--- src/rtl/cpu_pkg.sv ---
// cpu_pkg: definitions shared by the CPU pipeline-control blocks.
//   md_op_e          E-stage multiply/divide start encoding
//   tmr_state_e      state of the multiply/divide busy timer
//   MULT_CYCLES_DEF  default busy length after a mult/multu start
//   DIV_CYCLES_DEF   default busy length after a div/divu start
//   PC_RESET         PC value after reset (used by neighbouring blocks)
package cpu_pkg;

    typedef enum logic [1:0] {
        MD_OP_NONE = 2'b00,
        MD_OP_MULT = 2'b01,
        MD_OP_DIV  = 2'b10,
        MD_OP_RSVD = 2'b11
    } md_op_e;

    typedef enum logic {
        TMR_IDLE,
        TMR_BUSY
    } tmr_state_e;

    localparam int unsigned MULT_CYCLES_DEF = 5;
    localparam int unsigned DIV_CYCLES_DEF  = 10;
    localparam logic [31:0] PC_RESET        = 32'h0000_3000;

endpackage

--- src/rtl/md_busy_timer.sv ---
// md_busy_timer: occupancy timer for the multiply/divide unit.
// Ports:
//   clk, reset  clock, synchronous active-high reset
//   md_op       E-stage MD start request (md_op_e encoding)
//   md_start    a start is accepted this cycle (valid op while idle)
//   md_busy     timer running (registered)
//   md_done     last busy cycle
import cpu_pkg::*;

module md_busy_timer #(
    parameter int unsigned MULT_CYCLES = MULT_CYCLES_DEF,
    parameter int unsigned DIV_CYCLES  = DIV_CYCLES_DEF,
    parameter int unsigned CNT_W       = 4
) (
    input  logic       clk,
    input  logic       reset,
    input  logic [1:0] md_op,
    output logic       md_start,
    output logic       md_busy,
    output logic       md_done
);

    localparam logic [CNT_W-1:0] MULT_LOAD = CNT_W'(MULT_CYCLES);
    localparam logic [CNT_W-1:0] DIV_LOAD  = CNT_W'(DIV_CYCLES);
    localparam logic [CNT_W-1:0] CNT_ONE   = CNT_W'(1);

    tmr_state_e       state_q, state_d;
    logic [CNT_W-1:0] cnt_q, cnt_d;

    always_ff @(posedge clk) begin
        if (reset) begin
            state_q <= TMR_IDLE;
            cnt_q   <= '0;
        end else begin
            state_q <= state_d;
            cnt_q   <= cnt_d;
        end
    end

    // BUSY always coincides with cnt != 0; a request seen while BUSY is
    // dropped without reloading the count.
    always_comb begin
        state_d  = state_q;
        cnt_d    = cnt_q;
        md_start = 1'b0;
        unique case (state_q)
            TMR_IDLE: begin
                if (md_op == MD_OP_MULT) begin
                    md_start = 1'b1;
                    cnt_d    = MULT_LOAD;
                    state_d  = TMR_BUSY;
                end else if (md_op == MD_OP_DIV) begin
                    md_start = 1'b1;
                    cnt_d    = DIV_LOAD;
                    state_d  = TMR_BUSY;
                end
            end
            TMR_BUSY: begin
                cnt_d = cnt_q - CNT_ONE;
                if (cnt_q == CNT_ONE) begin
                    state_d = TMR_IDLE;
                end
            end
            default: begin
                state_d = TMR_IDLE;
                cnt_d   = '0;
            end
        endcase
    end

    assign md_busy = (state_q == TMR_BUSY);
    assign md_done = (cnt_q == CNT_ONE);

endmodule

--- src/rtl/stall_ctrl.sv ---
// stall_ctrl: pipeline stall/flush controller for the five-stage CPU.
// Combines the data-hazard request with multiply/divide occupancy into one
// stall decision per cycle and drives the PC / pipeline register controls.
// Ports:
//   clk, reset    clock, synchronous active-high reset
//   raw_stall     data-hazard stall request (combinational, same cycle)
//   e_md_op       E-stage MD start (00 none, 01 mult, 10 div, 11 ignored)
//   d_md_use      D-stage instruction needs the MD unit
//   pc_en         PC write enable
//   fd_en         F/D register enable
//   de_clr        D/E register synchronous clear (bubble)
//   md_busy       MD timer running
//   md_done       last MD busy cycle
//   stall_cycles  saturating count of stalled cycles
import cpu_pkg::*;

module stall_ctrl #(
    parameter int unsigned MULT_CYCLES = MULT_CYCLES_DEF,
    parameter int unsigned DIV_CYCLES  = DIV_CYCLES_DEF,
    parameter int unsigned CNT_W       = 4
) (
    input  logic        clk,
    input  logic        reset,
    input  logic        raw_stall,
    input  logic [1:0]  e_md_op,
    input  logic        d_md_use,
    output logic        pc_en,
    output logic        fd_en,
    output logic        de_clr,
    output logic        md_busy,
    output logic        md_done,
    output logic [31:0] stall_cycles
);

    logic        md_start;
    logic        stall;
    logic [31:0] stall_cnt_q;

    md_busy_timer #(
        .MULT_CYCLES (MULT_CYCLES),
        .DIV_CYCLES  (DIV_CYCLES),
        .CNT_W       (CNT_W)
    ) u_timer (
        .clk      (clk),
        .reset    (reset),
        .md_op    (e_md_op),
        .md_start (md_start),
        .md_busy  (md_busy),
        .md_done  (md_done)
    );

    // An MD consumer in D waits both in the start cycle and while busy.
    assign stall  = raw_stall | (d_md_use & (md_start | md_busy));
    assign pc_en  = ~stall;
    assign fd_en  = ~stall;
    assign de_clr = stall;

    always_ff @(posedge clk) begin
        if (reset) begin
            stall_cnt_q <= '0;
        end else if (stall && (stall_cnt_q != '1)) begin
            stall_cnt_q <= stall_cnt_q + 32'd1;
        end
    end

    assign stall_cycles = stall_cnt_q;

endmodule

--- config.mk ---
export PLATFORM = sky130hd
export DESIGN_NAME = stall_ctrl
export DESIGN_NICKNAME = d
export VERILOG_FILES = /design/src/rtl/cpu_pkg.sv /design/src/rtl/md_busy_timer.sv /design/src/rtl/stall_ctrl.sv
export SDC_FILE = /design/constraint.sdc
export NUM_CORES = 1
export LEC_CHECK = 0
export CORE_UTILIZATION = 65
export DETAILED_ROUTE_END_ITERATION = 16
export DONT_BUFFER_PORTS = 1
export PLACE_DENSITY = 0.83
export SYNTH_ARGS = -nofsm -noshare
export SYNTH_HDL_FRONTEND = slang
export SYNTH_SLANG_ARGS = --single-unit
--- constraint.sdc ---
create_clock -name clk -period 4.8 [get_ports clk]
set_input_delay 0.72 -clock clk [delete_from_list [all_inputs] [get_ports clk]]
set_output_delay 0.72 -clock clk [all_outputs]
set_load 0.01 [all_outputs]
==> impl_metrics.env, run 1 <==
export IMPL_fin_worst_skew_ps=9.477
export IMPL_hold_path_end="stall_cycles[7]"
export IMPL_period_minus_slack_ps=2978
export IMPL_dp_slack_ps=1735
export IMPL_dieArea_um2=3302
export IMPL_ys_top_cells_by_area="dfxtp_1 37%, a21oi_1 5.8%, or3_1 4.4%"
export IMPL_finalSetupViolCount=0
export IMPL_reg2reg_depth=6
export IMPL_syn_to_final_growth_pct=2.003
export IMPL_drtAntennaViolNets=0
export IMPL_fp_coreArea_um2=2829
export IMPL_worstSetupEndpointType="output pin"
export IMPL_synth_area_mux_share_pct=3.817
export IMPL_crit_type="primary input to output pin"
export IMPL_final_cell_count_no_fill=268
export IMPL_rr_startpoint="stall_cycles[0]"
export IMPL_antenna_cells=0
export IMPL_htreeDepth=2
export IMPL_reg2reg_to="stall_cycles[13]"
export IMPL_setup_slack_ps=1822
export IMPL_slew_headroom_pct=55.53
export IMPL_synth_adder_area_share_pct=2.503
export IMPL_synthArstFlopShare_pct=0
export IMPL_synth_top_family_by_area="simple AND/OR/NAND/NOR gates"
export IMPL_stdcell_area_um2=2039
export IMPL_hold_path_depth=1
export IMPL_antenna_found_initial=0
export IMPL_via_count=1817
export IMPL_grt_util_met1_pct=32.77
export IMPL_syn_instance_count=239
export IMPL_hold_path_startpoint="reset"
export IMPL_drive_gt1_share_pct=8.439
export IMPL_wire_per_inst_um=16.26
export IMPL_synth_compound_area_share_pct=17.65
export IMPL_status="finished, violations left"
export IMPL_drt_pass1_iterations=13
export IMPL_cts_num_sinks=37
export IMPL_period_share_pct=62.05
export IMPL_clockBufferDepth=2
export IMPL_grt_pass1_vias=1662
export IMPL_clock_fmax_ghz=0.3358
export IMPL_numCtsBuffers=5
export IMPL_nNetsFinal=247
export IMPL_path_max_fanout=10
export IMPL_leakagePower_nw=0.6777
export IMPL_synth_flop_cell="dfxtp_1"
export IMPL_power_density_nw_per_um2=265.2
export IMPL_die_h_um=57.46
export IMPL_drt_iter0_drc=98
export IMPL_hold_violations=0
export IMPL_drt_total_wl_mm=4.357
export IMPL_critPathRequiredTime_ps=4080
export IMPL_violations="design-rule violations"
export IMPL_finalMaxSlewViolations=0
export IMPL_synth_cell_types=46
export IMPL_grt_pass1_wl_mm=7.107
export IMPL_port_buffers=0
export IMPL_grtUsageTotal_pct=27.41
export IMPL_met3_usage_pct=9.297
export IMPL_reg2reg_slack_ps=2120
export IMPL_rsz0062_at_grt="no"
export IMPL_cts_tree="done"
export IMPL_synth_enable_flop_cells=0
export IMPL_drc=3
export IMPL_clk_latency_ps=340
export IMPL_drv_cap=0
export IMPL_crit_arrival_ps=2260
export IMPL_netlist_area_um2=1999
export IMPL_syn_avg_cell_area_um2=8.366
export IMPL_cts_setup_buffers=0
export IMPL_yosys_warnings=0
export IMPL_ir_drop_mv=0.1622
export IMPL_cts_root_buf="clkbuf_4"
export IMPL_synth_top_cell_area_share_pct=37.05
export IMPL_clkTransAtPathRegs_ps=100
export IMPL_grt_ovfl_total=0
export IMPL_critPathLaunchType="primary input"
export IMPL_top_usage_layer="met2"
export IMPL_grt_max_degree=40
export IMPL_synth_area_leader_cell="dfxtp_1"
export IMPL_cts_repair_resized=0
export IMPL_num_rows=19
export IMPL_io_pins=43
export IMPL_tightest_slew_ps=662.1
export IMPL_dp_cells=261
export IMPL_via_per_inst=6.780
export IMPL_ys_ff_latch=37
export IMPL_synth_simple_gate_area_share_pct=33.17
export IMPL_ys_seq_area_share_pct=37.05
export IMPL_placed_area_um2=1984
export IMPL_grt_util_met2_pct=45.35
export IMPL_synth_nets=249
export IMPL_start_util_pct=70.68
export IMPL_die_w_um=57.46
export IMPL_gp_congestion=0.8806
export IMPL_cts_hold_buf=0
export IMPL_min_path_type="primary input to register"
export IMPL_synth_xor_area_share_pct=0.8761
export IMPL_dp_hpwl_mm=3.056
export IMPL_tns_ps=0
==> critical path, cell delays in order <==
cell and delay (ps):
inv_1 20, ha_1 340, nand2b_1 130, a21oi_1 500, clkinv_1 540
==> final cells by class <==
type / count / area (um2)
multi-input cells: 181 / 1160
fillers: 233 / 789.5
flip-flops and latches: 37 / 740.7
clock buffers: 7 / 55.05
inverters: 12 / 45.04
well taps: 31 / 38.79
==> where the power goes <==
part           total, mW  internal, mW  switching, mW  leakage (nW)
registers          0.328         0.315         0.0129         0.300
clock network      0.168        0.0692         0.0986        0.0314
logic             0.0448        0.0178         0.0269         0.347
==> worst max path at each step <==
stage | from | endpoint | slack [ps]
after floorplan | e_md_op[1] | stall_cycles[12] | 2220
after global placement | e_md_op[1] | stall_cycles[14] | 1760
after detailed placement | e_md_op[1] | stall_cycles[14] | 1730
after CTS | e_md_op[1] | de_clr | 1880
after global routing | e_md_op[1] | de_clr | 1750
final | e_md_op[1] | de_clr | 1820
==> cells in the mapped netlist (2+ instances only) <==
| library cell | count |
|---|---|
| and3_1 | 4 |
| and4_1 | 3 |
| o21ai_1 | 2 |
| nand4_1 | 10 |
| nor3_1 | 5 |
| o21a_1 | 2 |
| or4_1 | 3 |
| buf_1 | 2 |
| or3_1 | 14 |
| mux2_2 | 3 |
| o21ai_0 | 15 |
| o31a_1 | 2 |
| buf_6 | 2 |
| nand2_1 | 17 |
| or2_2 | 2 |
| a21oi_1 | 23 |
| inv_1 | 11 |
| nand2b_1 | 3 |
| mux2_1 | 2 |
| clkbuf_1 | 3 |
| nand3_1 | 14 |
| nor2_1 | 14 |
| nor4_1 | 7 |
| xor2_1 | 2 |
| nor2b_1 | 5 |
| or4_2 | 3 |
| dfxtp_1 | 37 |
| o31ai_1 | 7 |
| mux2i_1 | 2 |
| ha_1 | 4 |
==> through the flow <==
step / power [mW] / hold slack [ps] / util (%)
finish: 0.5408 / 435.4 / 72.09
global route: 0.5637 / 420.0 / 72.09
CTS: 0.5409 / 429.0 / 72.09
detailed placement: 0.3790 / 460.4 / 70.15
global placement: 0.3743 / 453.1 / 70.15
floorplan: 0.3750 / 445.1 / -
==> sequential cells by signal, indices dropped and copies added (netlist names) <==
register	count
u_timer.cnt_q	4
u_timer.md_busy	1
stall_cycles	32
==> cells by family (layout without fill, tap and decap cells) <==
logic type | Yosys count | count (layout)
XOR/XNOR | 2 | 2
buffers and inverters | 21 | 19
adder cells (fa/ha/maj) | 4 | 4
AND/OR/NAND/NOR | 110 | 110
flip-flops | 37 | 37
AO/OA/AOI/OAI | 58 | 58
multiplexers | 7 | 7
==> metal layers <==
metal	routed length, um	vias up	part of all wire [%]
met5	0	-	0
met4	74	0	1.7
met3	261	10	6.0
met2	2020	59	46
met1	2000	860	46
li1	-	888	-
==> cells in the final DEF, fill, tap and decap left out, types with 2 or more instances in the layout <==
cell type / count
a21oi_1: 23
and3_1: 4
and4_1: 3
clkbuf_4: 5
dfxtp_1: 37
ha_1: 4
inv_1: 11
mux2_1: 2
mux2_2: 3
mux2i_1: 2
nand2_1: 17
nand2b_1: 3
nand3_1: 14
nand4_1: 10
nor2_1: 14
nor2b_1: 5
nor3_1: 5
nor4_1: 7
o21a_1: 2
o21ai_0: 15
o21ai_1: 2
o31a_1: 2
o31ai_1: 7
or2_2: 2
or3_1: 14
or4_1: 3
or4_2: 3
xor2_1: 2
Power figures use the tool's default switching activity.
==> inputs of run 2 (changes only) <==
CORE_UTILIZATION = 62   (was 65)
PLACE_DENSITY = 0.8   (was 0.83)
clock period = 3 ns   (was 4.8 ns; I/O delays follow)
==> impl_metrics.env, run 2 (synthesis gave the netlist of run 1 again) <==
export IMPL_status="complete, no violations"
export IMPL_gp_congestion=0.8162
export IMPL_cts_setup_buffers=0
export IMPL_period_share_pct=87.42
export IMPL_largest_register_ffs=32
export IMPL_worstSetupEndpointType="register"
export IMPL_drive_gt1_share_pct=9.959
export IMPL_drt_pass1_iterations=5
export IMPL_grt_max_degree=40
export IMPL_drc=0
export IMPL_path_buf_inv=0
export IMPL_cts_hold_buf=0
export IMPL_crit_arrival_ps=2880
export IMPL_path_cells="ha_1 > nand3_1 > or4_4 > nor4_4 > nor4_1 > mux2_1"
export IMPL_numCtsBuffers=5
export IMPL_clockBufferDepth=2
export IMPL_finalSetupViolCount=0
export IMPL_num_rows=20
export IMPL_dp_hpwl_mm=3.088
export IMPL_fp_coreArea_um2=3053
export IMPL_antenna_cells=0
export IMPL_period_minus_slack_ps=2623
export IMPL_htreeDepth=2
export IMPL_cts_root_buf="clkbuf_4"
export IMPL_via_count=1844
export IMPL_drtAntennaViolNets=0
export IMPL_setup_slack_ps=377.5
export IMPL_cts_repair_resized=0
export IMPL_slew_headroom_pct=53.26
export IMPL_start_util_pct=65.49
export IMPL_nNetsFinal=250
export IMPL_critPathRequiredTime_ps=3250
export IMPL_drt_total_wl_mm=4.478
export IMPL_clk_latency_ps=360
export IMPL_slowest_delay_ps=640
export IMPL_power_density_nw_per_um2=459.1
export IMPL_io_pins=43
export IMPL_tns_ps=0
export IMPL_drt_iter0_drc=153
export IMPL_die_h_um=58.79
export IMPL_cts_tree="done"
export IMPL_tightest_slew_ps=701.0
export IMPL_path_max_fanout=14
export IMPL_antenna_found_initial=0
export IMPL_crit_type="register to register"
export IMPL_fin_worst_skew_ps=6.849
export IMPL_leakagePower_nw=0.7069
export IMPL_ir_drop_mv=0.4264
export IMPL_mostFrequentLayoutCells="37 x dfxtp_1, 23 x a21oi_1, 17 x nand2_1"
export IMPL_hold_violations=0
export IMPL_via_per_inst=6.470
export IMPL_dieArea_um2=3456
export IMPL_min_path_type="primary input to register"
export IMPL_dp_slack_ps=396.0
export IMPL_syn_to_final_growth_pct=5.444
export IMPL_clock_fmax_ghz=0.3813
export IMPL_grt_pass1_vias=1784
export IMPL_crit_family="simple AND/OR/NAND/NOR gates"
export IMPL_grtUsageTotal_pct=28.35
export IMPL_rsz0062_at_grt="no"
export IMPL_final_core_util_pct=69.06
export IMPL_grt_ovfl_total=0
export IMPL_clkTransAtPathRegs_ps=110
export IMPL_die_w_um=58.79
export IMPL_drv_cap=0
export IMPL_critPathLaunchType="register"
export IMPL_cts_num_sinks=37
export IMPL_grt_pass1_wl_mm=7.541
export IMPL_cpMaxStageDelayCell="nor4_4"
export IMPL_finalMaxSlewViolations=0
export IMPL_wire_per_inst_um=15.71
export IMPL_nFillCells=261
export IMPL_port_buffers=0
export IMPL_final_common_cell="dfxtp_1"
## run 2: area by class of cell
class | instances | area (um2) | share of cell area, %
well taps | 44 | 55.05 | 2.611
inverters | 12 | 45.04 | 2.137
clock inverters | 1 | 30.03 | 1.424
clock buffers | 7 | 55.05 | 2.611
repair buffers | 3 | 22.52 | 1.068
multi-input cells | 181 | 1160 | 55.01
flip-flops and latches | 37 | 740.7 | 35.13
## run 2: routing by layer
layer / vias up / global-route usage (%) / share of wire [%]
met5: - / 0 / 0
met1: 870 / 35.02 / 44
met3: 9 / 7.033 / 7.3
met2: 64 / 45.78 / 47
li1: 901 / - / -
met4: 0 / 14.29 / 1.6
## run 2: worst reg2reg max path, stage by stage (launching register included)
cell     delay (ps)
dfxtp_1         470
ha_1            220
nand3_1         190
or4_4           510
nor4_4          640
nor4_1          150
mux2_1          330
## run 2: final timing paths
kind / from / to / depth (start not counted) / slack [ps]
min reg2reg: u_timer.cnt_q[3] / u_timer.cnt_q[3] / 2 / 480
max: stall_cycles[0] / stall_cycles[13] / 6 / 380
min: reset / stall_cycles[3] / 1 / 150
max reg2reg: stall_cycles[0] / stall_cycles[13] / 6 / 380
## run 2: power by group
part / switching [mW] / internal (mW)
logic: 0.0439 / 0.0310
clock network: 0.169 / 0.199
registers: 0.0205 / 0.505
## run 2: metrics by stage
step,cell area [um2],cells,hold WS (ps),total power [mW]
3_3_place_gp,2023,277,448.0,0.6020
5_1_grt,2108,285,121.5,1.011
3_5_place_dp,2023,277,460.8,0.6083
2_1_floorplan,1999,239,445.1,0.6000
6_report,2108,285,145.3,0.9679
4_1_cts,2108,285,137.2,0.9713
==> inputs of run 3 (changes only) <==
MAX_ROUTING_LAYER = met4   (was unset)
REMOVE_ABC_BUFFERS = 1   (was unset)
==> impl_metrics.env, run 3 (synthesis gave the netlist of run 1 again) <==
export IMPL_drc=0
export IMPL_period_share_pct=87.30
export IMPL_hold_path_depth=1
export IMPL_worst_hold_slack_ps=163.7
export IMPL_finalSetupViolCount=0
export IMPL_grt_ovfl_total=0
export IMPL_cts_hold_buf=0
export IMPL_min_path_type="primary input to register"
export IMPL_pwr_share_clk_pct=29.5
export IMPL_via_per_inst=6.516
export IMPL_clockBufferDepth=2
export IMPL_nNetsFinal=248
export IMPL_tns_ps=0
export IMPL_cts_root_buf="clkbuf_4"
export IMPL_drtAntennaViolNets=0
export IMPL_switchingPower_uw=224.3
export IMPL_drt_iter0_drc=148
export IMPL_via_count=1844
export IMPL_start_util_pct=65.49
export IMPL_internal_power_uw=624.0
export IMPL_crit_arrival_ps=2840
export IMPL_grt_pass1_wl_mm=7.376
export IMPL_status="complete, no violations"
export IMPL_mostFrequentLayoutCells="37 x dfxtp_1, 23 x a21oi_1, 17 x nand2_1"
export IMPL_wire_per_inst_um=16.07
export IMPL_stdcell_area_um2=2059
export IMPL_ir_drop_mv=0.4220
export IMPL_drv_cap=0
export IMPL_reg2reg_to="stall_cycles[17]"
export IMPL_antenna_cells=0
export IMPL_p_sw_share_pct=26.44
export IMPL_antenna_found_initial=0
export IMPL_reg2reg_slack_ps=380
export IMPL_nFillCells=260
export IMPL_dp_hpwl_mm=3.225
export IMPL_drt_total_wl_mm=4.548
export IMPL_num_rows=20
export IMPL_syn_to_final_growth_pct=3.004
export IMPL_rr_startpoint="stall_cycles[0]"
export IMPL_comb_power_share_pct=8.5
export IMPL_gp_congestion=0.7854
export IMPL_die_w_um=58.79
export IMPL_crit_type="register to register"
export IMPL_period_minus_slack_ps=2619
export IMPL_worstSetupEndpointType="register"
export IMPL_hold_path_startpoint="reset"
export IMPL_critPathRequiredTime_ps=3230
export IMPL_fin_worst_skew_ps=5.598
export IMPL_power_density_nw_per_um2=411.9
export IMPL_hold_path_end="stall_cycles[22]"
export IMPL_cts_repair_resized=0
export IMPL_hold_violations=0
export IMPL_grt_max_degree=40
export IMPL_grtUsageTotal_pct=28.94
export IMPL_dieArea_um2=3456
export IMPL_io_pins=43
export IMPL_rsz0062_at_grt="no"
export IMPL_cts_num_sinks=37
export IMPL_drt_pass1_iterations=4
export IMPL_largest_register_ffs=32
export IMPL_clock_fmax_ghz=0.3818
export IMPL_cts_tree="done"
export IMPL_slew_headroom_pct=54.71
export IMPL_numCtsBuffers=5
export IMPL_clkTransAtPathRegs_ps=110
export IMPL_final_common_cell="dfxtp_1"
export IMPL_path_max_fanout=14
export IMPL_clk_latency_ps=340
export IMPL_reg2reg_depth=6
export IMPL_die_h_um=58.79
export IMPL_cts_setup_buffers=0
export IMPL_placed_area_um2=2008
export IMPL_final_core_util_pct=67.46
export IMPL_pwr_share_seq_pct=61.9
export IMPL_finalMaxSlewViolations=0
export IMPL_critPathLaunchType="register"
export IMPL_drive_gt1_share_pct=9.205
export IMPL_fp_coreArea_um2=3053
export IMPL_htreeDepth=2
export IMPL_port_buffers=0
export IMPL_leakagePower_nw=0.6833
export IMPL_grt_pass1_vias=1723
export IMPL_tightest_slew_ps=673.2
export IMPL_total_power_uw=848.3
run 3: changes by cell type in the layout (fill, tap and decap cells not counted):
cell and delta:
clkbuf_8 -1, bufinv_16 -1, clkinv_2 +2, buf_4 -2
run 3: layout make-up:
type	count	area [um2]	area share [%]
clock buffer	6	41.29	2.005
clock inverter	2	10.01	0.4860
inverter	12	45.04	2.187
multi-input combinational	181	1160	56.32
sequential	37	740.7	35.97
tap	44	55.05	2.673
timing repair buffer	1	7.507	0.3645
run 3: worst max path at each step:
| stage | startpoint | endpoint | slack, ps | cells past startpoint |
|---|---|---|---|---|
| 6_report | stall_cycles[0] | stall_cycles[17] | 380 | 6 |
| 5_1_grt | stall_cycles[0] | stall_cycles[17] | 120 | 6 |
| 4_1_cts | stall_cycles[0] | stall_cycles[17] | 360 | 6 |
| 3_5_place_dp | stall_cycles[0] | stall_cycles[17] | 390 | 6 |
| 3_3_place_gp | stall_cycles[0] | stall_cycles[17] | 530 | 6 |
| 2_1_floorplan | e_md_op[1] | stall_cycles[13] | 520 | 8 |
run 3: stage by stage:
step,setup WS (ps),cells
2_1_floorplan,524.7,230
3_3_place_gp,526.4,275
3_5_place_dp,386.6,275
4_1_cts,364.2,283
5_1_grt,120.2,283
6_report,380.9,283
run 3: power groups by stage:
stage               Sequential, mW  Combinational [mW]  Clock [mW]
detailed placement           0.537              0.0719           0
global route                 0.528              0.0850       0.279
CTS                          0.525              0.0728       0.257
global placement             0.535              0.0667           0
finish                       0.525              0.0723       0.250
floorplan                    0.532              0.0570           0
run 3: layer usage:
| layer | wire length (um) | up-vias | GRT usage, % |
|---|---|---|---|
| met3 | 307 | 12 | 9.890 |
| li1 | - | 894 | - |
| met4 | 97 | 0 | 13.27 |
| met5 | 0 | - | - |
| met2 | 2200 | 73 | 47.08 |
| met1 | 1942 | 865 | 31.82 |
run 3: worst max-delay path, stage by stage, from the launching register on:
cell,delay (ps)
dfxtp_1,480
ha_1,220
nand3_1,180
or4_4,510
nor4_4,630
nor3_1,120
mux2_1,360
